`src/rtl/rgbc_pkg.sv`:
```
// Shared types and the dominant-colour decision for the RGBC colour classifier.
package rgbc_pkg;

    typedef enum logic [1:0] {COL_UNKNOWN, COL_RED, COL_GREEN, COL_BLUE} color_t;

    typedef enum logic [2:0] {ACCUM, AVG, DIV_R, DIV_G, DIV_B, CLASSIFY} cls_state_t;

    localparam logic [7:0]  Q8_MAX     = 8'd255;
    localparam int unsigned DVD_W      = 24;
    localparam int unsigned DVS_W      = 16;
    localparam int unsigned DIV_ITERS  = 24;
    localparam int unsigned DIV_CNT_W  = 5;

    // A channel wins only if it clears the floor and beats both others by the margin (9-bit sums).
    function automatic color_t classify(input logic [7:0] r, input logic [7:0] g,
                                        input logic [7:0] b, input logic [7:0] dom,
                                        input logic [7:0] margin);
        logic [8:0] r9, g9, b9, rm, gm, bm;
        logic       r_ok, g_ok, b_ok;
        color_t     res;
        r9 = {1'b0, r};
        g9 = {1'b0, g};
        b9 = {1'b0, b};
        rm = r9 + {1'b0, margin};
        gm = g9 + {1'b0, margin};
        bm = b9 + {1'b0, margin};
        r_ok = (r >= dom) && (r9 >= gm) && (r9 >= bm);
        g_ok = (g >= dom) && (g9 >= rm) && (g9 >= bm);
        b_ok = (b >= dom) && (b9 >= rm) && (b9 >= gm);
        case ({r_ok, g_ok, b_ok})
            3'b100:  res = COL_RED;
            3'b010:  res = COL_GREEN;
            3'b001:  res = COL_BLUE;
            default: res = COL_UNKNOWN;
        endcase
        return res;
    endfunction

endpackage

```
`src/rtl/rgbc_divider.sv`:
```
// Restoring 24/16 divider: one load cycle, 24 iteration cycles, result saturated to 8 bits.
module rgbc_divider
    import rgbc_pkg::*;
(
    input  logic             clk,
    input  logic             rst,
    input  logic             start,
    input  logic [DVD_W-1:0] dividend,
    input  logic [DVS_W-1:0] divisor,
    output logic             done,
    output logic [7:0]       q_c
);

    logic [DVS_W-1:0]     rem;
    logic [DVD_W-1:0]     quo;
    logic [DVS_W-1:0]     dvs;
    logic [DIV_CNT_W-1:0] cnt;
    logic                 busy;
    logic [DVS_W:0]       trial_c;
    logic                 ge_c;

    always_comb begin
        trial_c = {rem, quo[DVD_W-1]};
        ge_c    = trial_c >= {1'b0, dvs};
        q_c     = (|quo[DVD_W-1:8]) ? Q8_MAX : quo[7:0];
    end

    always_ff @(posedge clk or posedge rst) begin
        if (rst) begin
            rem  <= '0;
            quo  <= '0;
            dvs  <= '0;
            cnt  <= '0;
            busy <= 1'b0;
            done <= 1'b0;
        end else if (start) begin
            rem  <= '0;
            quo  <= dividend;
            dvs  <= divisor;
            cnt  <= '0;
            busy <= 1'b1;
            done <= 1'b0;
        end else if (busy) begin
            // Remainder stays below the divisor, so it always fits back into DVS_W bits.
            rem <= ge_c ? DVS_W'(trial_c - {1'b0, dvs}) : trial_c[DVS_W-1:0];
            quo <= {quo[DVD_W-2:0], ge_c};
            cnt <= cnt + DIV_CNT_W'(1);
            if (cnt == DIV_CNT_W'(DIV_ITERS - 1)) begin
                busy <= 1'b0;
                done <= 1'b1;
            end
        end
    end

endmodule

```
`src/rtl/rgbc_color_classifier.sv`:
```
// Averages RGBC samples, normalises each channel to clear, classifies and debounces the colour.
module rgbc_color_classifier
    import rgbc_pkg::*;
#(
    parameter int unsigned AVG_LOG2     = 2,
    parameter logic [15:0] MIN_CLEAR    = 16'd64,
    parameter logic [7:0]  DOM_Q8       = 8'd102,
    parameter logic [7:0]  MARGIN_Q8    = 8'd16,
    parameter int unsigned STABLE_COUNT = 3
) (
    input  logic        clk,
    input  logic        rst,
    input  logic [15:0] clear,
    input  logic [15:0] red,
    input  logic [15:0] green,
    input  logic [15:0] blue,
    input  logic        data_valid,
    output logic        is_red,
    output logic        is_green,
    output logic        is_blue,
    output logic        is_unknown,
    output logic [7:0]  r_q8,
    output logic [7:0]  g_q8,
    output logic [7:0]  b_q8,
    output logic        class_valid,
    output logic        overrun
);

    localparam int unsigned ACC_W   = 16 + AVG_LOG2;
    localparam int unsigned SCNT_W  = AVG_LOG2 + 1;
    localparam int unsigned NSAMP   = 1 << AVG_LOG2;
    localparam int unsigned STAB_W  = 4;

    cls_state_t           state;
    logic [ACC_W-1:0]     acc_c, acc_r, acc_g, acc_b;
    logic [SCNT_W-1:0]    samp_cnt;
    logic [15:0]          avg_clr, avg_r, avg_g, avg_b;
    logic                 low_clear;
    logic [DIV_CNT_W-1:0] div_cnt;
    logic [7:0]           ratio_r, ratio_g;
    color_t               last_cand;
    logic [STAB_W-1:0]    stable_cnt;

    logic [15:0]          avg_clr_c;
    logic [15:0]          div_chan_c;
    logic                 div_start_c;
    logic                 div_done;
    logic [7:0]           div_q;
    color_t               cand_c;
    logic [STAB_W-1:0]    stable_next_c;

    always_comb begin
        avg_clr_c   = 16'(acc_c >> AVG_LOG2);
        div_chan_c  = avg_r;
        div_start_c = 1'b0;
        case (state)
            DIV_R: div_start_c = (div_cnt == '0);
            DIV_G: begin
                div_chan_c  = avg_g;
                div_start_c = (div_cnt == '0);
            end
            DIV_B: begin
                div_chan_c  = avg_b;
                div_start_c = (div_cnt == '0);
            end
            default: ;
        endcase
        cand_c = low_clear ? COL_UNKNOWN : classify(ratio_r, ratio_g, div_q, DOM_Q8, MARGIN_Q8);
        if (cand_c == last_cand)
            stable_next_c = (stable_cnt >= STAB_W'(STABLE_COUNT)) ? stable_cnt
                                                                  : stable_cnt + STAB_W'(1);
        else
            stable_next_c = STAB_W'(1);
    end

    rgbc_divider u_div (
        .clk      (clk),
        .rst      (rst),
        .start    (div_start_c),
        .dividend ({div_chan_c, 8'h00}),
        .divisor  (avg_clr),
        .done     (div_done),
        .q_c      (div_q)
    );

    always_ff @(posedge clk or posedge rst) begin
        if (rst) begin
            state       <= ACCUM;
            acc_c       <= '0;
            acc_r       <= '0;
            acc_g       <= '0;
            acc_b       <= '0;
            samp_cnt    <= '0;
            avg_clr     <= '0;
            avg_r       <= '0;
            avg_g       <= '0;
            avg_b       <= '0;
            low_clear   <= 1'b0;
            div_cnt     <= '0;
            ratio_r     <= '0;
            ratio_g     <= '0;
            last_cand   <= COL_UNKNOWN;
            stable_cnt  <= '0;
            is_red      <= 1'b0;
            is_green    <= 1'b0;
            is_blue     <= 1'b0;
            is_unknown  <= 1'b1;
            r_q8        <= '0;
            g_q8        <= '0;
            b_q8        <= '0;
            class_valid <= 1'b0;
            overrun     <= 1'b0;
        end else begin
            class_valid <= 1'b0;
            if (data_valid && (state != ACCUM))
                overrun <= 1'b1;
            case (state)
                ACCUM: if (data_valid) begin
                    acc_c    <= acc_c + ACC_W'(clear);
                    acc_r    <= acc_r + ACC_W'(red);
                    acc_g    <= acc_g + ACC_W'(green);
                    acc_b    <= acc_b + ACC_W'(blue);
                    samp_cnt <= samp_cnt + SCNT_W'(1);
                    if (samp_cnt == SCNT_W'(NSAMP - 1))
                        state <= AVG;
                end
                AVG: begin
                    avg_clr   <= avg_clr_c;
                    avg_r     <= 16'(acc_r >> AVG_LOG2);
                    avg_g     <= 16'(acc_g >> AVG_LOG2);
                    avg_b     <= 16'(acc_b >> AVG_LOG2);
                    acc_c     <= '0;
                    acc_r     <= '0;
                    acc_g     <= '0;
                    acc_b     <= '0;
                    samp_cnt  <= '0;
                    div_cnt   <= '0;
                    low_clear <= avg_clr_c < MIN_CLEAR;
                    state     <= (avg_clr_c < MIN_CLEAR) ? CLASSIFY : DIV_R;
                end
                DIV_R, DIV_G, DIV_B: begin
                    // Each later divide's load cycle banks the previous channel's quotient.
                    if (div_cnt == '0 && div_done) begin
                        if (state == DIV_G) ratio_r <= div_q;
                        if (state == DIV_B) ratio_g <= div_q;
                    end
                    if (div_cnt == DIV_CNT_W'(DIV_ITERS)) begin
                        div_cnt <= '0;
                        case (state)
                            DIV_R:   state <= DIV_G;
                            DIV_G:   state <= DIV_B;
                            default: state <= CLASSIFY;
                        endcase
                    end else begin
                        div_cnt <= div_cnt + DIV_CNT_W'(1);
                    end
                end
                CLASSIFY: begin
                    class_valid <= 1'b1;
                    last_cand   <= cand_c;
                    stable_cnt  <= stable_next_c;
                    if (stable_next_c == STAB_W'(STABLE_COUNT)) begin
                        is_red     <= (cand_c == COL_RED);
                        is_green   <= (cand_c == COL_GREEN);
                        is_blue    <= (cand_c == COL_BLUE);
                        is_unknown <= (cand_c == COL_UNKNOWN);
                    end
                    if (!low_clear) begin
                        r_q8 <= ratio_r;
                        g_q8 <= ratio_g;
                        b_q8 <= div_q;
                    end
                    state <= ACCUM;
                end
                default: state <= ACCUM;
            endcase
        end
    end

endmodule

```
`config.mk`:
```
export PLATFORM = sky130hd
export DESIGN_NAME = rgbc_color_classifier
export DESIGN_NICKNAME = d
export VERILOG_FILES = /design/src/rtl/rgbc_pkg.sv /design/src/rtl/rgbc_divider.sv /design/src/rtl/rgbc_color_classifier.sv
export SDC_FILE = /design/constraint.sdc
export NUM_CORES = 1
export LEC_CHECK = 0
export ABC_AREA = 1
export ABC_CLOCK_PERIOD_IN_PS = 13800
export CAP_MARGIN = 0
export CORE_MARGIN = 2
export CORE_UTILIZATION = 40
export CTS_CLUSTER_SIZE = 20
export DETAILED_ROUTE_END_ITERATION = 10
export GPL_TIMING_DRIVEN = 1
export MAX_ROUTING_LAYER = met4
export PLACE_DENSITY = 0.54
export RECOVER_POWER = 25
export SLEW_MARGIN = 30
export SYNTH_ARGS = -nofsm -noshare
export SYNTH_HDL_FRONTEND = slang
export SYNTH_SLANG_ARGS = --single-unit
```
`constraint.sdc`:
```
create_clock -name clk -period 13.8 [get_ports clk]
set_input_delay 2.07 -clock clk [delete_from_list [all_inputs] [get_ports clk]]
set_output_delay 2.07 -clock clk [all_outputs]
set_load 0.02 [all_outputs]
```
Yosys cells after proc, flatten, opt, wreduce, memory -nomap -nowiden. Index checks and enable logic that the tools add are counted.

Add/sub/neg operators: 12. Multiply operators: 0. Divide/modulo/power cells: 0. Order comparisons: 12. Equal/unequal tests: 19. Shift-type cells: 0. Muxes and demuxes: 39. Bitwise operators: 1. Reduce and logical (&&, ||, !) cells: 25.

Operators with widths (number): 18-bit one-hot mux with 2 select lines (4); 18-bit by 16-bit adder with 18-bit output (4); 18-bit two-way mux (4); 8-bit by 9-bit >= comparator with 1-bit output (6); 16-bit two-way mux (3); 24-bit two-way mux (2); 16-bit one-hot mux with 2 select lines (1); 8-bit by 5-bit adder with 9-bit output (second input constant) (3); 8-bit by 7-bit >= comparator with 1-bit output (second input constant) (3); 17-bit by 16-bit >= comparator with 1-bit output (1); 16-bit by 7-bit < comparator with 1-bit output (second input constant) (1); 16-bit OR reduction (1); 16-bit subtractor (1); 3-bit two-way mux (5); 5-bit two-way mux (3); 3-bit by 2-bit equality test with 1-bit output (second input constant) (4); 3-bit one-hot mux with 2 select lines (2); 5-bit by 1-bit adder with 5-bit output (second input constant) (2); 5-bit equality test (second input constant) (2); 5-bit one-hot mux with 2 select lines (1); 3-bit equality test (second input constant) (3); 3-bit one-hot mux with 3 select lines (1); 3-bit AND reduction (3); 1-bit logical AND (8); other kinds (23) (40).

Flip-flop bits (word level): 263. Bits in latches: 0. Bits in writable memories: 0. Bits in read-only memories: 0. Input bits: 67. Output and inout port bits: 30. Word-level logic and storage cells: 139. Memories: 0.

Depth between registers and ports, before layout.
Depth after elaboration: 12. Gate-level depth with buffers: 28. Mapped depth without buffers: 28.

Hierarchy. From an unflattened synthesis, not the netlist that was laid out.

Cell total of the unflattened synthesis: 2068. Area, all modules: 16097.9 um2.

Modules (own cells, without submodules): rgbc_color_classifier (times used 1, cells each 1550, area an instance 12149.2 um2, seq. area each 5006.1 um2); rgbc_divider (times used 1, cells each 518, area an instance 3948.8 um2, seq. area each 1576.5 um2).

Worst setup path before layout. No wires, ideal clock.

Path type: input to register. Start: input red[0]. End: register acc_r[16]. Setup time: 0.123 ns. Arrival: 3.857 ns. Required time: 13.677 ns. Setup slack: 9.819 ns. Stages: 17. Buffers on the path: 0. Cell sequence: ha_1 -> inv_1 -> fa_1 -> inv_1 -> a21oi_1 -> o21ai_0 -> nand3_1 -> o2111ai_1 -> nand2_1 -> inv_1 -> o21ai_0 -> nand2_1 -> nand3_1 -> nand2_1 -> nand2_1 -> o21ai_0 -> a21oi_1.

Cells in the longest elaborated chain, start to end: 3.

RTL lines: from (decl) (RTL line rgbc_color_classifier.sv:14) `input logic [15:0] red,`; 18-bit by 16-bit adder with 18-bit output (RTL line rgbc_color_classifier.sv:120) `acc_r <= acc_r + ACC_W'(red);`; 18-bit two-way mux (RTL line rgbc_color_classifier.sv:118) `ACCUM: if (data_valid) begin`; 18-bit one-hot mux with 2 select lines (RTL line rgbc_color_classifier.sv:117) `case (state)`; to (signal assigned) (RTL line rgbc_color_classifier.sv:120); to (decl) (RTL line rgbc_color_classifier.sv:35) `logic [ACC_W-1:0] acc_c, acc_r, acc_g, acc_b;`.

No other way between the ends. The select of a mux whose other input is x is not followed. A chain may end at the register's enable or synchronous reset.

==> out/qor.yml <==
synthesis:
  yosysSeqAreaShare: 0.4201
  ys.warnings.count: 0
  synth_edf_count: 0
  netlist_instances: 1952
  syn_avg_cell_area_um2: 8.028
  ys_ff_latch: 263
  yosys.area_share.simple: 0.1964
  synth_compound_area_frac: 0.1789
  async_flop_share: 1.000
  syn-cell-area_mm2: 0.01567
  synth-xor-area-share: 0.01341
  synth_top_family_by_area: "simple AND/OR/NAND/NOR gates"
  syn_nets: 2152
  muxShareOfSynthArea: 0.002076
  synthAdderAreaFrac: 0.1086
  yosys.cell_types.count: 58
  synth_flop_cell: "dfrtp_1"
floorplanning:
  die_x_um: 201.9
  io-pin-count: 97
  core_mm2: 0.03865
  chipHeight_um: 201.9
  std_cell_rows: 72
  start_util: 0.4055
  die_area_mm2: 0.04077
setup_path:
  rr_startpoint: "state[0]"
  criticalPathCategory: "in2async"
  critPathSlowestCell: "clkinvlp_2"
  max_stage_delay_ns: 3.16
  worst_setup_path_end_kind: "asynchronous set/reset pin"
  endpoint: "acc_g[7]"
  cp-start-kind: "primary input"
  reg2reg_depth: 6
  r2r-end: "acc_b[16]"
  arrival_ns: 5.93
  cp.required_ns: 13.36
  cp-startpoint: "rst"
  crit_family: "buffers and inverters"
  cp_max_fo: 124
  critical_path_buf_inv_count: 2
  cp.depth: 2
  rrSetupSlack_ns: 9.42
  crit_chain: "dlygate4sd3_1 > clkinvlp_2"
clock_tree:
  cts.sinks: 263
  htreeDepth: 2
  clock_path_buffers: 3
  ctsResizeCount: 0
  cts_hold_buf: 0
  worst_skew_pair.late_latency_ns: 0.51
  cts_setup_buffers: 0
  cts.clk_slew.worst_paths_ns: 0.05
  cts-root-buf: "clkbuf_16"
  cts_made_buffers: 34
  cts_tree: "yes"
detailed_routing:
  wirelength_um: 39470
  vias: 13103
  detail-route-antenna-nets: 0
  detail_route.drc_violations: 0
  first_pass_iters: 5
  initialDrtViolationCount: 594
  viasPerCell: 5.081
  post_drt_wl_per_cell_um: 15.30
final_layout:
  design_area_mm2: 0.01830
  drive_above_1_share: 0.05531
  n_antenna_cell: 0
  post-route-util: 0.4736
  fin_nets: 2244
  instances_no_fill: 2579
  synthToLayoutAreaGrowth_pct: 16.79
power:
  finalPower_mw: 3.987
  leakagePower_nw: 8.792
  power_switching_mw: 1.691
  switching_share: 0.4241
  internal-power_mw: 2.296
  irDropWorstVdd_mv: 0.08622
  p_per_area_mw_per_mm2: 217.9
  combPwrFrac: 0.461
  p_clk_frac: 0.226
  p_seq_frac: 0.313
sta:
  report.final.hold_viol_count: 0
  fin_crit_sh: 0.4611
  hold_slack_ns: 0.4599
  setup_violations: 0
  fmax_mhz: 157.2
  worst_pin_slew_ns: 5.750
  skew_ns: 0.01143
  setup_ws_ns: 7.437
  tns_ns: 0
  period_needed_ns: 6.363
  rsz0062_at_grt: "false"
  drv_slew: 306
  relSlewSlack: -2.854
global_route:
  antenna_found_initial: 0
  grt_pass1_vias: 13230
  grt.overflow.total: 0
  grt_max_degree: 125
  grtUsageTotal: 0.2057
  grt_pass1_wl_um: 67120
placement:
  dp_slack_ns: 8.630
  gp_congestion: 0.8728
  dpl_cell_area_mm2: 0.01720
  dp.final_hpwl_um: 28160
  dp.cells: 2526
  port_buffers: 96
status:
  failed_checks: "max-capacitance violations, max-slew violations"
  status: "finished, violations left"
hold_path:
  hold_path_class: "reg2reg"
  min_path_cells: 1
run:
  max_cap_violations: 4
-- worst register-to-register path, cell delays in order, from the launching register on --
cell	delay [ns]
dfrtp_1	0.40
inv_1	0.11
nor2_1	0.07
nand2_1	1.40
clkbuf_1	1.79
o21ai_0	0.31
a21oi_1	0.22
-- state kept, by name, indices dropped and copies added, names as in the netlist, 4 cells and up --
register    flops
avg_g          16
stable_cnt      4
avg_r          16
acc_g          18
g_q8            8
acc_b          18
acc_r          18
u_div.quo      24
acc_c          18
u_div.dvs      16
u_div.cnt       5
u_div.rem      16
avg_b          16
ratio_g         8
b_q8            8
avg_clr        16
div_cnt         5
r_q8            8
ratio_r         8
-- routing by layer --
| metal | global-route usage | wire length (µm) |
|---|---|---|
| met1 | 0.2641 | 18670 |
| met5 | - | 0 |
| met2 | 0.3456 | 18870 |
| met4 | 0.05068 | 821 |
| met3 | 0.02612 | 1108 |
-- power by group through the flow --
stage / Combinational [mW] / Sequential, mW / Clock [mW]
6_report: 1.84 / 1.25 / 0.903
5_1_grt: 2.12 / 1.28 / 0.962
4_1_cts: 1.85 / 1.25 / 0.929
3_5_place_dp: 1.84 / 1.26 / 0
3_3_place_gp: 1.81 / 1.25 / 0
2_1_floorplan: 1.39 / 1.22 / 0
-- cell usage after synthesis, types with 3 or more instances --
cell / number / share of area
o32ai_1: 5 / 0.0028
nor3_1: 18 / 0.0057
nand3_2: 5 / 0.0032
nor3_2: 3 / 0.0019
buf_1: 3 / 0.00072
and2_1: 5 / 0.0020
nand4_1: 26 / 0.010
a31oi_1: 21 / 0.0084
nand3_4: 5 / 0.0056
fa_1: 5 / 0.0064
nor2_2: 3 / 0.0012
nor2_1: 113 / 0.027
inv_1: 270 / 0.065
buf_2: 4 / 0.0013
xor2_1: 14 / 0.0078
dfrtp_1: 262 / 0.42
o21bai_1: 7 / 0.0034
nand2_2: 10 / 0.0040
inv_2: 6 / 0.0014
xnor2_1: 10 / 0.0056
clkbuf_1: 47 / 0.011
o22ai_1: 51 / 0.020
o2111ai_1: 9 / 0.0050
nor2_4: 4 / 0.0029
nand2_1: 441 / 0.11
a211oi_1: 4 / 0.0019
o21ai_0: 234 / 0.075
nand3_1: 52 / 0.017
o21ai_1: 6 / 0.0019
a22o_1: 5 / 0.0028
a21boi_0: 5 / 0.0024
ha_1: 128 / 0.10
a21oi_1: 117 / 0.037
clkinv_1: 3 / 0.00072
nand2_4: 3 / 0.0022
a221o_1: 13 / 0.0083
nor4_1: 3 / 0.0012
o221ai_1: 3 / 0.0017
-- cells in the final DEF, fill, tap and decap left out, types with 10 or more instances in the layout --
master,netlist,routed
a21oi_1,117,117
a221o_1,13,13
a31oi_1,21,21
clkbuf_16,0,35
clkdlybuf4s50_1,0,94
dfrtp_1,262,262
ha_1,128,128
inv_1,270,268
nand2_1,441,440
nand2_2,10,11
nand3_1,52,52
nand4_1,26,26
nor2_1,113,114
nor3_1,18,18
o21ai_0,234,234
o22ai_1,51,51
xnor2_1,10,10
xor2_1,14,14
-- worst min path at each step --
| stage | slack (ns) | start | to |
|---|---|---|---|
| 5_1_grt | 0.49 | g_q8[0] | g_q8[0] |
| 3_3_place_gp | 0.45 | overrun | overrun |
| 3_5_place_dp | 0.45 | overrun | overrun |
| 2_1_floorplan | 0.44 | avg_clr[0] | u_div.dvs[0] |
| 4_1_cts | 0.46 | overrun | overrun |
| 6_report | 0.46 | overrun | overrun |
-- kinds of logic (layout without fill, tap and decap cells) --
group           after synthesis  count (layout)
simple gates                701             701
compound gates              494             494
buf+inv                     334             443
flops                       263             263
fa+ha+maj                   133             133
xor+xnor                     24              24
mux                           3               3
-- layout make-up --
type / count / area, µm²
Clock buffer: 41 / 918.4
Clock inverter: 12 / 196.4
Fill cell: 3880 / 20350
Inverter: 280 / 1055
Multi-Input combinational cell: 1355 / 7839
Sequential cell: 263 / 6583
Tap cell: 518 / 648.1
Timing Repair Buffer: 110 / 1062
(Power assumes the default switching activity.)
